## config.mk

```make
export PLATFORM = sky130hd
export DESIGN_NAME = req_encoder_32_to_5
export DESIGN_NICKNAME = d
export VERILOG_FILES = /design/src/rtl/enc_pkg.sv /design/src/rtl/req_encoder_32_to_5_rr_priority_pick.sv /design/src/rtl/req_encoder_32_to_5.sv
export SDC_FILE = /design/constraint.sdc
export NUM_CORES = 1
export LEC_CHECK = 0
export CORE_MARGIN = 1
export CORE_UTILIZATION = 30
export CTS_BUF_LIST = sky130_fd_sc_hd__clkbuf_8
export CTS_CLUSTER_DIAMETER = 150
export DETAILED_ROUTE_END_ITERATION = 8
export PLACE_DENSITY = 0.61
export SLEW_MARGIN = 0
export SYNTH_ARGS = -nofsm -noshare
export SYNTH_HDL_FRONTEND = slang
export SYNTH_SLANG_ARGS = --single-unit
```

## constraint.sdc

```tcl
create_clock -name clk -period 12 [get_ports clk]
set_input_delay 2.4 -clock clk [delete_from_list [all_inputs] [get_ports clk]]
set_output_delay 2.4 -clock clk [all_outputs]
set_load 0.005 [all_outputs]
```

## src/rtl/enc_pkg.sv

```systemverilog
// Shared constants, types and popcount helper for the 32-to-5 request encoder.
package enc_pkg;

  localparam int N     = 32;
  localparam int IDX_W = 5;
  localparam int CNT_W = 6;

  typedef logic [N-1:0]     req_vec_t;
  typedef logic [IDX_W-1:0] idx_t;
  typedef logic [CNT_W-1:0] cnt_t;

  function automatic cnt_t popcount(input req_vec_t v);
    cnt_t c;
    c = '0;
    for (int i = 0; i < N; i++) begin
      c = c + cnt_t'(v[i]);
    end
    return c;
  endfunction

endpackage

```

## src/rtl/req_encoder_32_to_5_rr_priority_pick.sv

```systemverilog
// Rotating-start find-first-set over 32 lines; start=0 gives plain lowest-index priority.
module rr_priority_pick
  import enc_pkg::*;
(
  input  req_vec_t cand,
  input  idx_t     start,
  output idx_t     idx,
  output logic     any_set
);

  logic [2*N-1:0] dbl_s;
  logic [2*N-1:0] mask_s;
  logic [2*N-1:0] masked_s;
  idx_t           pos_s;

  // Lines below start are masked in the lower copy; the upper copy supplies the wrap-around.
  always_comb begin
    dbl_s    = {cand, cand};
    mask_s   = ~(({{(2*N-1){1'b0}}, 1'b1} << start) - {{(2*N-1){1'b0}}, 1'b1});
    masked_s = dbl_s & mask_s;
    pos_s    = '0;
    for (int i = 2*N-1; i >= 0; i--) begin
      if (masked_s[i]) begin
        pos_s = i[IDX_W-1:0];
      end else begin
        pos_s = pos_s;
      end
    end
    idx     = pos_s;
    any_set = |cand;
  end

endmodule

```

## src/rtl/req_encoder_32_to_5.sv

```systemverilog
// Sticky 32-line request register served one index per handshake as a 5-bit code.
// Optional macro ROUND_ROBIN_EN selects rotating priority instead of lowest-index-first.
module req_encoder_32_to_5
  import enc_pkg::*;
(
  input  logic              clk,
  input  logic              reset,
  input  logic              en,
  input  logic [N-1:0]      req_in,
  output logic              out_valid,
  output logic [IDX_W-1:0]  out_idx,
  input  logic              out_ready,
  output logic [N-1:0]      pending,
  output logic [CNT_W-1:0]  pending_cnt
);

  req_vec_t pending_q, pending_d;
  logic     out_valid_q, out_valid_d;
  idx_t     out_idx_q, out_idx_d;
  cnt_t     cnt_q, cnt_d;

  req_vec_t cap_s;
  req_vec_t clr_s;
  req_vec_t cand_s;
  logic     hs_s;
  idx_t     start_s;
  idx_t     pick_idx_s;
  logic     pick_any_s;

`ifdef ROUND_ROBIN_EN
  idx_t     ptr_q, ptr_d;
`endif

  // Next pending vector; a same-cycle re-request overrides the clear of the accepted line.
  always_comb begin
    if (en) begin
      cap_s = req_in;
    end else begin
      cap_s = '0;
    end
    hs_s = out_valid_q && out_ready;
    if (hs_s) begin
      clr_s = {{(N-1){1'b0}}, 1'b1} << out_idx_q;
    end else begin
      clr_s = '0;
    end
    cand_s    = (pending_q & ~clr_s) | cap_s;
    pending_d = cand_s;
    cnt_d     = popcount(cand_s);
`ifdef ROUND_ROBIN_EN
    // Search from the post-handshake pointer so back-to-back picks rotate immediately.
    if (hs_s) begin
      ptr_d = out_idx_q + idx_t'(1);
    end else begin
      ptr_d = ptr_q;
    end
    start_s = ptr_d;
`else
    start_s = '0;
`endif
  end

  rr_priority_pick u_pick (
    .cand    (cand_s),
    .start   (start_s),
    .idx     (pick_idx_s),
    .any_set (pick_any_s)
  );

  // Output slot reloads when empty or when its current index is being accepted.
  always_comb begin
    if (!out_valid_q || hs_s) begin
      out_valid_d = pick_any_s;
      if (pick_any_s) begin
        out_idx_d = pick_idx_s;
      end else begin
        out_idx_d = out_idx_q;
      end
    end else begin
      out_valid_d = out_valid_q;
      out_idx_d   = out_idx_q;
    end
  end

  // State registers with synchronous reset.
  always_ff @(posedge clk) begin
    if (reset) begin
      pending_q   <= '0;
      out_valid_q <= 1'b0;
      out_idx_q   <= '0;
      cnt_q       <= '0;
`ifdef ROUND_ROBIN_EN
      ptr_q       <= '0;
`endif
    end else begin
      pending_q   <= pending_d;
      out_valid_q <= out_valid_d;
      out_idx_q   <= out_idx_d;
      cnt_q       <= cnt_d;
`ifdef ROUND_ROBIN_EN
      ptr_q       <= ptr_d;
`endif
    end
  end

  assign pending     = pending_q;
  assign out_valid   = out_valid_q;
  assign out_idx     = out_idx_q;
  assign pending_cnt = cnt_q;

endmodule

```

==> flow_metrics.py <==
metrics = {
    "status": {
        "status": "complete, but fails checks",
        "violations": "DRC",
    },
    "drt": {
        "wirelength_um": 9897,
        "post-route-drc-count": 1,
        "via_per_inst": 5.231,
        "vias": 3102,
        "drt-initial-drc-count": 212,
        "wl_per_cell_um": 16.69,
        "first_pass_iters": 7,
        "drtAntennaViolNets": 0,
    },
    "timing": {
        "timing.max_slew.rel_slack": 0.5218,
        "setup_viol": 0,
        "rsz0062_at_grt": "false",
        "finalWorstSetupSlack_ns": 3.694,
        "fin_skew_ns": 0.004089,
        "finalSetupTns_ns": 0,
        "fin_crit_sh": 0.6922,
        "final-max-slew-violation-count": 0,
        "hold_viol_final": 0,
        "maxClockFrequency_ghz": 0.1204,
        "min_period_ns": 8.306,
        "tightest_slew_ns": 0.7163,
    },
    "clock_network": {
        "path_clk_slew_ns": 0.09,
        "cts-root-buf": "clkbuf_8",
        "cts_resized": 0,
        "numCtsBuffers": 5,
        "cts_tree": "built",
        "htreeDepth": 2,
        "clk_path_buf_depth": 2,
        "clock-sinks": 44,
        "worstSkewPairLatency_ns": 0.30,
        "post_cts_buffers": 0,
        "cts_hold_buf": 0,
    },
    "yosys": {
        "post-synth-top-area-cell": "dfxtp_1",
        "synth_async_sr_flop_share": 0,
        "synthTopCellsByArea": "dfxtp_1 (27%), fa_1 (15%), nor2_1 (4.7%), nand2_1 (4.6%), inv_1 (4.4%)",
        "ys_seq_area_frac": 0.2701,
        "synth_fp_nets": 452,
        "synthFlopType": "dfxtp_1",
        "ys_ff_latch": 44,
        "synth_edf_count": 0,
        "synthTopCellsByCount": "dfxtp_1 (44), nor2_1 (41), nand2_1 (40)",
        "synth_cell_type_count": 73,
        "syn_avg_cell_area_um2": 8.491,
        "synth_top_area_share": 0.2701,
        "synth_warnings": 0,
        "syn_area_mm2": 0.003261,
        "synthCells": 384,
        "synth_most_common_cell": "dfxtp_1",
    },
    "place": {
        "gp_congestion": 0.9182,
        "hpwl_um": 7854,
        "io_buffers": 79,
        "place_ws_ns": 3.373,
    },
    "grt": {
        "grt_start_max_net_pins": 44,
        "track_usage": 0.1793,
        "grt_pass1_vias": 3083,
        "grt_pass1_wl_um": 15620,
        "grt_antenna_before_repair": 0,
        "grt_overflow": 0,
    },
    "floorplanning": {
        "die_h_um": 106.3,
        "row_count": 37,
        "die_w_um": 106.3,
        "boundaryPins": 80,
        "die_area_mm2": 0.01129,
        "coreArea_mm2": 0.01042,
        "start_util": 0.3130,
    },
    "setup_path": {
        "worst_setup_path_start_kind": "input port",
        "worstPathMaxFanout": 11,
        "critPathKind": "input port to flop",
        "cp-startpoint": "out_ready",
        "crit_arrival_ns": 8.49,
        "r2r_start": "out_idx[0]",
        "worstSetupEndpointType": "flop",
        "cp.required_ns": 12.18,
    },
    "final_layout": {
        "n_antenna_cell": 0,
        "final_layout_size_suffix_gt1_frac": 0.05033,
        "syn_to_final_growth_pct": 30.31,
        "nNetsFinal": 524,
    },
    "power": {
        "power_uw": 890.9,
        "power_density_mw_per_mm2": 209.7,
        "vdd_ir_drop_max_mv": 0.3731,
        "leakage_nw": 1.679,
    },
    "flow_run": {
        "maxCapViolCount": 0,
    },
    "min_path": {
        "hold_start": "pending[3]",
        "min_path_type": "flop to flop",
    },
}
worst max-delay path, stage by stage:
cell,delay [ns]
clkdlybuf4s50_1,0.66
nand4_1,0.54
a2111oi_4,0.66
fa_1,0.52
fa_1,0.55
inv_1,0.05
fa_1,0.47
inv_1,0.06
fa_1,0.56
fa_1,0.43
fa_1,0.44
inv_1,0.07
ha_1,0.16
inv_1,0.06
fa_1,0.45
inv_1,0.07
a21o_1,0.10
a21oi_1,0.06
xor2_1,0.14
nor2_1,0.05
path summary, 6_finish.rpt:
| path | end | slack [ns] | depth (start not counted) |
|---|---|---|---|
| max | pending_cnt[4] | 3.69 | 20 |
| min reg2reg | pending[3] | 0.53 | 2 |
| max reg2reg | pending_cnt[4] | 5.81 | 20 |
| min | pending[3] | 0.53 | 2 |
routing by layer:
layer | share of wire | vias to the layer above | GRT usage | wire length [um]
li1 | - | 1494 | - | -
met1 | 0.45 | 1495 | 0.2415 | 4457
met2 | 0.48 | 100 | 0.2955 | 4779
met3 | 0.049 | 13 | 0.02452 | 481
met4 | 0.018 | 0 | 0.05655 | 179
met5 | 0 | - | 0 | 0
flip-flops by register name, indices dropped and copies added, names as in the netlist:
name and cells:
out_idx 5, out_valid 1, pending 32, pending_cnt 6
report_power, final:
part,internal [mW],total [mW],leakage [nW],switching [mW]
logic,0.292,0.610,1.26,0.318
registers,0.168,0.183,0.364,0.0146
clock network,0.0454,0.0987,0.0538,0.0533
total,0.505,0.891,1.68,0.386
cells by family after synthesis:
logic type / synth area share
compound gates: 0.2203
xor+xnor: 0.008060
fa+ha+maj: 0.1781
buf+inv: 0.06754
flops: 0.2701
mux: 0.009210
simple gates: 0.2467
placed cells by master (no fill, tap or decap), types with 4 or more instances in the layout:
| master | instances |
|---|---|
| fa_1 | 24 |
| o21ai_0 | 20 |
| nor3_1 | 9 |
| dfxtp_1 | 44 |
| nor3b_1 | 5 |
| o21a_1 | 11 |
| and2_1 | 9 |
| nand3_1 | 6 |
| nand2_1 | 40 |
| nor2b_1 | 4 |
| ha_1 | 8 |
| clkdlybuf4s50_1 | 79 |
| inv_1 | 40 |
| nor2_1 | 41 |
| a22o_1 | 4 |
| nand4_1 | 5 |
| clkbuf_8 | 6 |
| a21oi_1 | 20 |
| a22oi_1 | 4 |
through the flow:
| step | hold WS (ns) | cells | cell area (um^2) | util |
|---|---|---|---|---|
| 6_report | 0.5266 | 593 | 4249 | 0.4079 |
| 5_1_grt | 0.5669 | 593 | 4249 | 0.4079 |
| 4_1_cts | 0.5306 | 593 | 4249 | 0.4079 |
| 2_1_floorplan | 0.5048 | 384 | 3261 | - |
| 3_3_place_gp | 0.5081 | 585 | 4159 | 0.3993 |
| 3_5_place_dp | 0.5181 | 585 | 4159 | 0.3993 |
cell type report:
type / instances / area, um^2
Fill cell: 1058 / 6167
Multi-Input combinational cell: 286 / 2160
Sequential cell: 44 / 880.8
Timing Repair Buffer: 81 / 805.8
Tap cell: 136 / 170.2
Inverter: 38 / 142.6
Clock buffer: 6 / 82.58
Clock inverter: 2 / 7.507
Power figures use the tool's default switching activity.
